File: src/rtl/shift_seq_ctrl.sv
// Multi-bit shift sequencer driving an external one-bit shifter.
// Optional: SHIFT_EARLY_EXIT_EN finishes early on fixed-point operands.
module shift_seq_ctrl #(
  parameter int WIDTH = 16,
  parameter int CNT_W = 4
) (
  input  logic             clk,
  input  logic             rst,
  input  logic             start,
  input  logic [WIDTH-1:0] din,
  input  logic [CNT_W-1:0] amt,
  input  logic             right,
  input  logic             arith,
  output logic [WIDTH-1:0] sh_in,
  output logic             sh_right,
  output logic             sh_arith,
  input  logic [WIDTH-1:0] sh_out,
  output logic             busy,
  output logic             done,
  output logic [WIDTH-1:0] dout
);

  localparam logic [1:0] S_IDLE  = 2'd0;
  localparam logic [1:0] S_SHIFT = 2'd1;
  localparam logic [1:0] S_DONE  = 2'd2;

  logic [1:0]       r_state;
  logic [WIDTH-1:0] r_acc;
  logic [CNT_W-1:0] r_cnt;
  logic             r_dir;
  logic             r_ari;
  logic [WIDTH-1:0] r_dout;
  logic             w_exit;
  logic             w_last;

  // Early exit: shifting further cannot change acc
`ifdef SHIFT_EARLY_EXIT_EN
  always_comb begin
    w_exit = (r_acc == '0) ||
             (r_dir && r_ari && (r_acc == {WIDTH{1'b1}}));
  end
`else
  always_comb begin
    w_exit = 1'b0;
  end
`endif

  // Final shift pass when one count remains
  always_comb begin
    w_last = (r_cnt == CNT_W'(1));
  end

  // Sequencer state, accumulator, counter and result register
  always_ff @(posedge clk) begin
    if (rst) begin
      r_state <= S_IDLE;
      r_acc   <= '0;
      r_cnt   <= '0;
      r_dir   <= 1'b0;
      r_ari   <= 1'b0;
      r_dout  <= '0;
    end else begin
      case (r_state)
        S_IDLE: begin
          if (start) begin
            r_acc <= din;
            r_cnt <= amt;
            r_dir <= right;
            r_ari <= arith;
            if (amt == '0) begin
              r_dout  <= din;
              r_state <= S_DONE;
            end else begin
              r_state <= S_SHIFT;
            end
          end
        end
        S_SHIFT: begin
          if (w_exit) begin
            r_dout  <= r_acc;
            r_state <= S_DONE;
          end else begin
            r_acc <= sh_out;
            r_cnt <= r_cnt - 1'b1;
            if (w_last) begin
              r_dout  <= sh_out;
              r_state <= S_DONE;
            end
          end
        end
        S_DONE: begin
          r_state <= S_IDLE;
        end
        default: begin
          r_state <= S_IDLE;
        end
      endcase
    end
  end

  // Outputs decoded from state or taken straight from registers
  always_comb begin
    sh_in    = r_acc;
    sh_right = r_dir;
    sh_arith = r_ari;
    busy     = (r_state != S_IDLE);
    done     = (r_state == S_DONE);
    dout     = r_dout;
  end

endmodule

File: config.mk
export PLATFORM = sky130hd
export DESIGN_NAME = shift_seq_ctrl
export DESIGN_NICKNAME = d
export VERILOG_FILES = /design/src/rtl/shift_seq_ctrl.sv
export SDC_FILE = /design/constraint.sdc
export NUM_CORES = 1
export LEC_CHECK = 0
export CORE_MARGIN = 3
export CORE_UTILIZATION = 35
export CTS_BUF_LIST = sky130_fd_sc_hd__clkbuf_8 sky130_fd_sc_hd__clkbuf_16
export DETAILED_ROUTE_END_ITERATION = 10
export PLACE_DENSITY = 0.67
export SYNTH_ARGS = -nofsm -noshare
export SYNTH_HDL_FRONTEND = slang
export SYNTH_SLANG_ARGS = --single-unit
File: constraint.sdc
create_clock -name clk -period 1.7 [get_ports clk]
set_clock_uncertainty 0.05 [all_clocks]
set_input_delay 0.34 -clock clk [delete_from_list [all_inputs] [get_ports clk]]
set_output_delay 0.34 -clock clk [all_outputs]
set_load 0.05 [all_outputs]
# Yosys cells after proc, flatten, opt, wreduce, memory -nomap -nowiden
# Cells that the tools add are included.
[totals] out_inout_bits=36 regBits=40
[classes] add_sub_neg=1 n_eq_ne=6 muxes=12 n_reduce_logical=8
[op_table] operator="16-bit two-way mux" n=4
[op_table] operator="16-bit one-hot mux with 2 select lines" n=2
[op_table] operator="4-bit one-hot mux with 2 select lines" n=1
[op_table] operator="2-bit two-way mux" n=3
[op_table] operator="2-bit != test (second input constant)" n=3
[op_table] operator="2-bit AND reduction" n=3
[op_table] operator="4-bit by 1-bit == test with 1-bit output (second input constant)" n=1
[op_table] operator="4-bit zero test" n=1
[op_table] operator="4-bit two-way mux" n=1
[op_table] operator="2-bit one-hot mux with 2 select lines" n=1
[op_table] operator="4-bit AND reduction" n=1
[op_table] operator="2-bit nonzero test" n=2
[op_table] operator="4-bit by 1-bit subtractor with 4-bit output (second input constant)" n=1
[op_table] operator="2-bit by 1-bit == test with 1-bit output (second input constant)" n=1
[op_table] operator="2-bit == test (second input constant)" n=1
[op_table] operator="2-bit zero test" n=1

# Depth between registers and ports, before layout
# Gate-level depths: netlist of run 1.
[depth] ltp_word=4 depth_mapped=6 mapped_depth_nobuf=5

# Worst setup path after synthesis of run 1
# Ideal clock, no wire load.
[synth_timing] path_type="reg2out" start="register r_state[1]" end="output port done" path_slack_ps=-124 required_ps=1310 t_arrival_ps=1434 stages_incl_launch_ff=4 path_buffers=2 path_cell_list="dfxtp_1 -> buf_6 -> buf_6 -> nor2b_1"
[synth_between] elab_chain_len=1
[synth_lines] element="start, declared" line_no="27" rtl="logic [1:0] r_state;"
[synth_lines] element="start signal, assigned" line_no="56" rtl="r_state <= S_IDLE;"
[synth_lines] element="start signal, assigned" line_no="72" rtl="r_state <= S_DONE;"
[synth_lines] element="start signal, assigned" line_no="74" rtl="r_state <= S_SHIFT;"
[synth_lines] element="2-bit == test" line_no="107" rtl="done = (r_state == S_DONE);"
[synth_lines] element="end, declared" line_no="19" rtl="output logic done,"
# No other way between the ends.

# Worst setup path after layout of run 1
[layout_timing] start="register r_state[0]" end="output port busy"
[layout_between] elab_chain_len=1
[layout_lines] element="2-bit nonzero test" line_no="106" rtl="busy = (r_state != S_IDLE);"
[layout_lines] element="end, declared" line_no="18" rtl="output logic busy,"
# No other way between the ends.

==> flow_summary.ini, run 1 <==
[detailed_routing]
via_count = 1827
firstDrtPassIters = 4
routed_via_density = 5.005
postRouteAntennaNets = 0
dr.first_iter.drc_count = 69
drc_errors = 0
wl_um = 5383
wl_per_cell_um = 14.75

[finish]
regArea_um2 = 805.8
syn2layout_area_growth_pct = 51.76
nets = 338
layout.cells.most_common = buf_4
final_cells = 365
layout_common_cells = 51 x buf_4, 38 x dfxtp_1, 36 x clkdlybuf4s50_1
n_fill_cell = 505
multiInputGateArea_um2 = 1031
diodes = 0
drive_gt1_share_pct = 34.24

[cts]
cts_buffers = 5
cts_hold_buf = 0
cts_root_buf = clkbuf_8
cts_sinks = 40
h-tree-depth = 2
cts_max_path_buffers = 2
cts.clk_slew.worst_paths_ps = 70
cts_tree = yes
clock_latency_ps = 280

[logic_synthesis]
seq_area_frac_synth_pct = 40.89
synth-xor-area-share_pct = 0
synth_compound_area_share_pct = 21.66
syn_area_um2 = 1958
synthAdderAreaFrac_pct = 1.278
muxShareOfSynthArea_pct = 0
ys_warn_count = 0
synth_flop_cell = dfxtp_1
postSynthCellCount = 207
ys_ff_latch = 40
syn_nets = 250
post_synth.cell_area_avg_um2 = 9.460
synth_top_family_by_area = simple AND/OR/NAND/NOR gates
yosysUniqueCellTypes = 40
synth-simple-area-share_pct = 26.39
synthArstFlopShare_pct = 0
synth_edf_count = 0

[floorplan]
core_um2 = 5270
start_util_pct = 37.16
ios = 77
die_y_um = 80.80
die_area_um2 = 6528
rows = 26
fp.dieW_um = 80.80

[worst_setup_path]
crit_type = flop to output pin
end_kind = output pin
slowest_delay_ps = 350
worstPathMaxFanout = 11
arrival_ps = 1240
crit_slowest_cell = dfxtp_2
crit_required_ps = 1310
critPathLaunchType = flop
path_cells = buf_6, or2_2, buf_12

[global_route]
grt_pass1_vias = 1756
grt_overflow = 0
antenna_found_initial = 0
grt_max_degree = 23
grt_pass1_wl_um = 8252
track_usage_pct = 16.28

[worst_hold_path]
holdCritPathClass = primary input to flop

[power_and_ir_drop]
power_uw = 2706
power_leakage_uw = 0.001207
peakVddDrop_uv = 470.1
p_per_area_nw_per_um2 = 910.6

[timing]
hold_violations = 0
period_share_pct = 95.74
tightestPinTransition_ps = 504.9
rsz0062_at_grt = true
period_minus_slack_ps = 1628
finalSetupViolCount = 0
fmax_mhz = 614.4
maxSlewViolCount = 0
fin_ws_ps = 72.39
relSlewSlack_pct = 66.34
holdWs_ps = 325.5
tns_ps = 0

[outcome]
status = completed

[placed_design]
portBuffers = 76
gp_congestion = 0.7516
dpl.hpwl_um = 3761
pre_cts_slack_ps = -307.4
place_inst = 354

[run]
max-cap-violations = 0
==> stage by stage <==
stage               util (%)  cell area, um^2
global placement       52.90             2788
floorplan                  -             1961
global route           56.39             2972
CTS                    55.08             2903
finish                 56.39             2972
detailed placement     52.90             2788
==> sequential cells by signal, indices dropped and copies added, names as in the netlist <==
signal    flops
sh_arith      1
dout         16
sh_in        16
r_state       2
r_cnt         4
sh_right      1
==> report_power, final <==
group          leakage [uW]  internal, uW  total (uW)  switching, uW
Sequential         0.000331          1030        1090           61.4
Clock             0.0000452           273         586            312
Combinational      0.000831           423        1030            604
==> path summary, 6_finish.rpt <==
kind / cells past startpoint / slack [ps] / start / endpoint
max: 3 / 70 / r_state[0]$_SDFFE_PP0P_ / busy
min reg2reg: 2 / 420 / dout[15]$_SDFFE_PP0P_ / dout[15]$_SDFFE_PP0P_
min: 3 / 330 / amt[0] / r_cnt[0]$_SDFFE_PP0P_
max reg2reg: 6 / 90 / r_cnt[1]$_SDFFE_PP0P_ / dout[4]$_SDFFE_PP0P_
==> area by class of cell <==
| type | count | area share (%) |
|---|---|---|
| Clock buffer | 5 | 2.316 |
| Clock inverter | 2 | 0.2947 |
| Inverter | 18 | 2.274 |
| Multi-Input combinational cell | 132 | 34.69 |
| Sequential cell | 40 | 27.12 |
| Tap cell | 70 | 2.947 |
| Timing Repair Buffer | 98 | 30.36 |
==> kinds of logic after synthesis <==
group / after synthesis
buf+inv: 35
flops: 40
compound gates: 46
simple gates: 84
fa+ha+maj: 2
==> Yosys cell counts, types with 3 or more instances <==
library cell	instances	area [um^2]
dfxtp_1	40	800.8
a211oi_1	4	30.03
nand2b_1	9	56.30
and3b_1	3	26.28
a221oi_1	7	61.31
a221oi_2	9	135.1
buf_2	3	15.01
nor2_1	18	67.56
inv_1	18	67.56
clkbuf_1	5	18.77
a21oi_1	12	60.06
buf_6	4	45.04
nor3_1	16	80.08
nand2_1	8	30.03
a21oi_2	4	35.03
or3b_1	13	113.9
==> worst max-delay path, delay by kind of cell, from the launching register on <==
family | cells | cell delay [ps]
and+or+nand+nor | 1 | 300
buffers and inverters | 2 | 300
DFF | 1 | 350
==> layer usage <==
metal | track usage, % | part of all wire [%]
met5 | 0 | 0
met4 | 4.561 | 0.33
met3 | 4.102 | 5.9
met2 | 25.99 | 50
met1 | 21.84 | 44
==> repair_timing <==
action | in CTS | in global routing
endpoints found under the setup margin | 4 | 16
buffers inserted | 3 | 0
resized for setup | 4 | 15
cloned | 0 | 1
pin swaps | 0 | 1
hold endpoints to repair | 0 | 0
(Power assumes the default switching activity.)
==> run 2: changes to the inputs <==
Settings changed: ABC_CLOCK_PERIOD_IN_PS set to 1700.
==> results of run 2 <==
Final layout, timing and power as in run 1 (identical DEF).
